[config.mk]
export PLATFORM = sky130hd
export DESIGN_NAME = fwd_hazard_unit
export DESIGN_NICKNAME = d
export VERILOG_FILES = /design/src/rtl/fwd_hazard_unit.sv
export SDC_FILE = /design/constraint.sdc
export NUM_CORES = 1
export LEC_CHECK = 0
export BUFFER_PORTS_ARGS = -buffer_cell sky130_fd_sc_hd__buf_2
export CAP_MARGIN = 20
export CORE_ASPECT_RATIO = 1.25
export CORE_UTILIZATION = 42
export DETAILED_ROUTE_END_ITERATION = 7
export PLACE_DENSITY = 0.75
export SKIP_CTS_REPAIR_TIMING = 1
export SYNTH_ARGS = -nofsm -noshare
export SYNTH_HDL_FRONTEND = slang
export SYNTH_SLANG_ARGS = --single-unit
[constraint.sdc]
create_clock -name clk -period 1.6 [get_ports clk]
set_clock_uncertainty 0.1 [all_clocks]
set_input_delay 0.16 -clock clk [delete_from_list [all_inputs] [get_ports clk]]
set_output_delay 0.16 -clock clk [all_outputs]
set_load 0.01 [all_outputs]
[src/rtl/fwd_hazard_unit.sv]
// Forwarding and load-use hazard unit for the 5-stage MIPS pipeline.
// Forwarding selects are combinational; load-use stalls run from a small FSM
// that holds the pipeline for LOAD_LAT cycles per episode and counts episodes.
// Optional macro FWD_WB_BYPASS_EN enables decode-stage write-through selects.
module fwd_hazard_unit #(
  parameter int unsigned REG_ADDR_W = 5,
  parameter int unsigned LOAD_LAT   = 1,
  parameter int unsigned CNT_W      = 16
) (
  input  logic                  clk,
  input  logic                  reset,
  input  logic                  in_ExM_RegWrite,
  input  logic                  in_MW_RegWrite,
  input  logic [REG_ADDR_W-1:0] in_ExM_RegisterRd,
  input  logic [REG_ADDR_W-1:0] in_MW_RegisterRd,
  input  logic [REG_ADDR_W-1:0] in_IdEx_RegisterRs,
  input  logic [REG_ADDR_W-1:0] in_IdEx_RegisterRt,
  input  logic                  in_IdEx_MemRead,
  input  logic [REG_ADDR_W-1:0] in_IfId_RegisterRs,
  input  logic [REG_ADDR_W-1:0] in_IfId_RegisterRt,
  input  logic                  in_IfId_UsesRt,
  input  logic                  in_Flush,
  output logic [1:0]            ForwardA,
  output logic [1:0]            ForwardB,
  output logic                  Stall,
  output logic                  Bubble,
  output logic [CNT_W-1:0]      StallCount,
  output logic                  BypassA,
  output logic                  BypassB
);

  localparam int unsigned LatW = ($clog2(LOAD_LAT + 1) < 1) ? 1 : $clog2(LOAD_LAT + 1);
  localparam logic [LatW-1:0] LatInit = LatW'(LOAD_LAT - 1);
  localparam logic [LatW-1:0] LatOne  = LatW'(1);

  typedef enum logic [0:0] {StIdle, StStall} state_e;

  state_e           state_q, state_d;
  logic [LatW-1:0]  lat_q, lat_d;
  logic [CNT_W-1:0] cnt_q, cnt_d;
  logic             hz;
  logic             stallRaw;

  logic exmHit, mwHitA, mwHitB, exmHitB;

  // EX/MEM and MEM/WB match terms; register 0 never forwards.
  always_comb begin
    exmHit  = in_ExM_RegWrite & (in_ExM_RegisterRd != '0) &
              (in_ExM_RegisterRd == in_IdEx_RegisterRs);
    exmHitB = in_ExM_RegWrite & (in_ExM_RegisterRd != '0) &
              (in_ExM_RegisterRd == in_IdEx_RegisterRt);
    mwHitA  = in_MW_RegWrite & (in_MW_RegisterRd != '0) &
              (in_MW_RegisterRd == in_IdEx_RegisterRs);
    mwHitB  = in_MW_RegWrite & (in_MW_RegisterRd != '0) &
              (in_MW_RegisterRd == in_IdEx_RegisterRt);
  end

  // Operand select: EX/MEM holds the youngest value, so it wins over MEM/WB.
  always_comb begin
    ForwardA = 2'b00;
    ForwardB = 2'b00;
    if (exmHit)      ForwardA = 2'b10;
    else if (mwHitA) ForwardA = 2'b01;
    if (exmHitB)     ForwardB = 2'b10;
    else if (mwHitB) ForwardB = 2'b01;
  end

  // Load in EX whose destination feeds the instruction now in decode.
  assign hz = in_IdEx_MemRead & (in_IdEx_RegisterRt != '0) &
              ((in_IdEx_RegisterRt == in_IfId_RegisterRs) |
               (in_IfId_UsesRt & (in_IdEx_RegisterRt == in_IfId_RegisterRt)));

  // Stall FSM next state, latency countdown and saturating episode counter.
  always_comb begin
    state_d  = state_q;
    lat_d    = lat_q;
    cnt_d    = cnt_q;
    stallRaw = 1'b0;
    if (in_Flush) begin
      state_d = StIdle;
      lat_d   = '0;
    end else begin
      unique case (state_q)
        StIdle: begin
          if (hz) begin
            stallRaw = 1'b1;
            if (cnt_q != '1) cnt_d = cnt_q + CNT_W'(1);
            if (LOAD_LAT > 1) begin
              state_d = StStall;
              lat_d   = LatInit;
            end
          end
        end
        StStall: begin
          // Hazards seen here belong to the episode already being served.
          stallRaw = 1'b1;
          lat_d    = lat_q - LatOne;
          if (lat_q == LatOne) state_d = StIdle;
        end
        default: state_d = StIdle;
      endcase
    end
  end

  // Reset masks the combinational detection path so no bubble leaks out.
  always_comb begin
    Stall  = stallRaw & ~reset;
    Bubble = stallRaw & ~reset;
  end

  assign StallCount = cnt_q;

  // State registers with asynchronous reset.
  always_ff @(posedge clk or posedge reset) begin
    if (reset) begin
      state_q <= StIdle;
      lat_q   <= '0;
      cnt_q   <= '0;
    end else begin
      state_q <= state_d;
      lat_q   <= lat_d;
      cnt_q   <= cnt_d;
    end
  end

`ifdef FWD_WB_BYPASS_EN
  // Write-through for a register file that does not write before read.
  assign BypassA = in_MW_RegWrite & (in_MW_RegisterRd != '0) &
                   (in_MW_RegisterRd == in_IfId_RegisterRs);
  assign BypassB = in_MW_RegWrite & in_IfId_UsesRt & (in_MW_RegisterRd != '0) &
                   (in_MW_RegisterRd == in_IfId_RegisterRt);
`else
  assign BypassA = 1'b0;
  assign BypassB = 1'b0;
`endif

endmodule

**Word level (Yosys, flattened, before mapping)**

Index checks and enable logic that the tools add are counted.

- Add/sub/neg operators: 2
- Equality and inequality tests: 7
- Muxes and demuxes: 12
- Bitwise logic cells: 14
- Reduce and logical (&&, ||, !) cells: 5

Operators with widths:

| cell | number |
|---|---|
| 5-bit == test | 6 |
| 16-bit by 1-bit adder with 16-bit output, second input constant | 1 |
| 16-bit != test, second input constant | 1 |
| 5-bit nonzero test | 3 |
| 1-bit AND | 10 |
| 1-bit 2-to-1 mux | 9 |
| 2-bit 2-to-1 mux | 2 |
| 4-bit AND reduction | 1 |
| 1-bit NOT | 3 |
| 1-bit case mux with 2 select lines | 1 |
| 2-bit nonzero test | 1 |
| 1-bit OR | 1 |
| 1-bit subtractor, second input constant | 1 |

- Register bits: 18
- Input bits: 37
- Word-level logic and storage cells: 43

**Depth between registers and ports, before layout**

- Word-level depth: 8
- Mapped depth: 7
- Depth with buffers taken out: 6

**Least setup slack after synthesis**

Ideal clock, no wire load.

- Path kind: register -> register
- Start: reg cnt_q[8] (netlist: StallCount[8])
- End: reg cnt_q[1] (netlist: StallCount[1])
- Arrival: 1567 ps
- Data required time: 1372 ps
- Slack: -194 ps
- Stages on the path, launching flop included: 6
- Clock period less this slack: 1794 ps
- Cells stage by stage: dfrtp_1 -> and3_1 -> and4_1 -> a21oi_2 -> nand3_1 -> mux2_1

- Longest elaborated chain between the ends: 2

RTL lines:

| what | line | RTL |
|---|---|---|
| start: declaration | 40 | `logic [CNT_W-1:0] cnt_q, cnt_d;` |
| start signal: assignment | 122 | `cnt_q <= cnt_d;` |
| 16-bit != test | 87 | `if (cnt_q != '1) cnt_d = cnt_q + CNT_W'(1);` |
| 4-bit AND reduction (no source line) | n/a |  |

Every way passes these cells.
A chain may end at the register's enable or synchronous reset.

**Worst setup path after layout**

- Start: in in_IdEx_RegisterRt[4]
- End: out ForwardB[0]

- Longest elaborated chain between the ends: 4
- Elaborated cells on any way between the ends: 6
- Classes of those cells: eq/ne: 2; mux: 2; bitwise: 2

RTL lines:

| what | line | RTL |
|---|---|---|
| start: declaration | 17 | `input logic [REG_ADDR_W-1:0] in_IdEx_RegisterRt,` |
| 5-bit == test | 55 | `(in_MW_RegisterRd == in_IdEx_RegisterRt);` |
| 1-bit AND | 54 | `mwHitB = in_MW_RegWrite & (in_MW_RegisterRd != '0) &` |
| 1-bit 2-to-1 mux | 65 | `else if (mwHitB) ForwardB = 2'b01;` |
| 2-bit 2-to-1 mux (*) | 64 | `if (exmHitB) ForwardB = 2'b10;` |
| end: declaration | 24 | `output logic [1:0] ForwardB,` |

Every way passes the cells marked *; elsewhere a longest branch is shown, timed or not.

==> results.cfg <==
[run_status]
status = finished, violations left
violations = negative setup slack

[global_routing]
grt_use_met3_pct = 4.17
grt_pass1_wl_um = 5690
grtUsageTotal_pct = 21.7
grt_max_degree = 19
busiest_layer = met2
overflow = 0
use_met1_pct = 22.4
grt_pass1_vias = 1443
use_met2_pct = 42.1
antenna_found_initial = 0

[job]
drv_cap = 0

[sta]
rsz0062_at_grt = yes
hold_violations = 0
min_period_ns = 1.70
fmax_ghz = 0.587
setup_viol_count_final = 17
relSlewSlack_pct = 53.5
min_period_over_period_pct = 107
max_slew.worst_pin.slew_ns = 0.697
worst_slack_ns = -0.105
slew_viol_final = 0

[cells_and_area]
synthToLayoutAreaGrowth_pct = 61.4
antennaDiodeCount = 0
fillCellCount = 220
drive_above_1_share_pct = 55.7
finalNonFillerCells = 271
final_nets = 274
fin_util_pct = 73.3

[synth]
synth_area_um2 = 1360
synth.avg_cell_area_um2 = 9.66
synth-seq-area-share_pct = 33.1
synth_async_sr_flop_share_pct = 100
synth_edf_count = 0
synth_cell_types = 32
ys.flop_type = dfrtp_1
synth_cells = 141
ys_seq_elements = 18
yosys_warnings = 0

[drt]
firstDrtPassIters = 4
antenna_left = 0
vias = 1396
viasPerCell = 5.15
drtIter0Drc = 29
wirelength_um = 3940
wl_per_cell_um = 14.5
drc = 0

[place]
dp_hpwl_um = 2890
place_inst = 260
place_congestion = 0.846
portBuffers = 58
pre_cts_slack_ns = -0.228

[setup_path]
cp_max_fo = 3
worstPathRequired_ns = 1.34
path_common_cell = buf_6
crit_chain = buf_6 > buf_6 > xor2_1 > or4_4 > nor4_4 > buf_2
reg2reg_depth = 6
cpPeakStageDelay_ns = 0.49
rr_endpoint = StallCount[8]
crit_type = in2out
r2r_slack_ns = -0.06
end_kind = output port
reg2reg_from = StallCount[9]
crit_arrival_ns = 1.44
start_kind = input port
worst_path_max_delay_cell = or4_4

[floorplan]
die-area_um2 = 3480
rows = 22
start_util_pct = 45.4
core_um2 = 3000
die_h_um = 65.7
pin_count = 61
die_x_um = 52.9

[clock_network]
cts_max_path_buffers = 2
clk_pin_slew_worst_paths_ns = 0.10
cts_root_buf = clkbuf_4
clk_latency_ns = 0.29
cts_sinks = 18
htree_levels = 1
numCtsBuffers = 3
tritoncts = built

[hold_path]
worstHoldEndpoint = lat_q
hold_class = in2reg
hold_depth = 2
holdCritStartpoint = in_Flush

[power_and_ir_drop]
power_mw = 1.18
p_leak_nw = 1.06
cellPowerDensity_nw_per_um2 = 535
vdd_drop_max_v = 0.000469
[per-stage QoR]
step / cell area [um^2] / setup TNS, ns / hold slack [ns]
5_1_grt: 2200 / -1.80 / 0.0165
3_3_place_gp: 1940 / -1.35 / 0.194
6_report: 2200 / -0.747 / 0.0155
3_5_place_dp: 1940 / -1.79 / 0.220
4_1_cts: 1980 / -1.66 / -0.108
2_1_floorplan: 1440 / -0.577 / -0.00143
[worst max-delay path: cells and delay by family]
kind	cells	cell delay (ns)
AND/OR/NAND/NOR	2	0.77
buffers and inverters	3	0.38
XOR/XNOR	1	0.14
[cells in the final DEF, fill, tap and decap left out, types with 3 or more instances in the layout]
cell type and n:
clkbuf_4 3, nor4_4 3, buf_4 42, xnor2_1 30, nor2_1 5, nand3_2 3, nand3_1 3, dfrtp_1 18
buf_6 6, buf_2 50, nand2_1 7, xor2_1 14, or4_4 4, and3_1 4, nand4_1 10
[per-layer routing]
layer,wire length (um),part of all wire [%],vias to the layer above
met4,24,0.61,0
met1,1510,38,668
met3,159,4.0,4
met2,2250,57,46
li1,-,-,678
met5,0,0,-
[layout make-up]
class                   count  area [um^2]  share of cell area, %
inverters                   1         3.75                  0.171
flip-flops and latches     18          450                   20.5
clock buffers               4         36.3                   1.65
repair buffers            101          683                   31.1
well taps                  36         45.0                   2.05
multi-input cells         111          981                   44.6
[where the power goes]
| group | leakage (nW) | internal, mW | switching (mW) |
|---|---|---|---|
| clock | 0.0210 | 0.139 | 0.140 |
| combinational | 0.788 | 0.207 | 0.201 |
| sequential | 0.250 | 0.476 | 0.0145 |
| total | 1.06 | 0.822 | 0.355 |
[cells by family (layout without fill, tap and decap cells)]
| family | count (synthesis) | in the layout | synth area share [%] |
|---|---|---|---|
| DFF | 18 | 18 | 33.1 |
| AOI/OAI and AO/OA | 6 | 6 | 3.49 |
| xor gates and xnor gates | 46 | 46 | 29.6 |
| other | 1 | 2 | 0.275 |
| muxes | 1 | 1 | 0.826 |
| adders and majority gates | 1 | 1 | 0.918 |
| buffers and inverters | 13 | 106 | 6.70 |
| and+or+nand+nor | 55 | 55 | 25.2 |
[cell usage after synthesis (2+ instances only)]
library cell  count  area (um^2)
xnor2_1          32          280
dfrtp_1          18          450
xor2_1           14          123
nand4_1          10         62.6
nand2_1           7         26.3
and3_1            6         37.5
buf_4             6         45.0
nand3_1           6         30.0
nor2_1            6         22.5
buf_2             4         20.0
nor4_1            4         25.0
or4_1             4         30.0
buf_6             2         22.5
nand3_2           2         20.0
nand4b_1          2         17.5
o21ai_0           2         10.0
[worst max path at each step]
stage,from,to
final,in_IdEx_RegisterRt[4],ForwardB[0]
after global routing,in_IdEx_RegisterRt[4],ForwardB[0]
after CTS,in_ExM_RegisterRd[1],ForwardB[0]
after detailed placement,in_ExM_RegisterRd[1],ForwardB[0]
after global placement,in_ExM_RegisterRd[1],ForwardB[0]
after floorplan,in_IdEx_RegisterRt[2],Stall
[registers in the layout (all words and copies together) (netlist names)]
| name | cells |
|---|---|
| lat_q | 1 |
| state_q | 1 |
| StallCount | 16 |
Power figures use the tool's default switching activity.
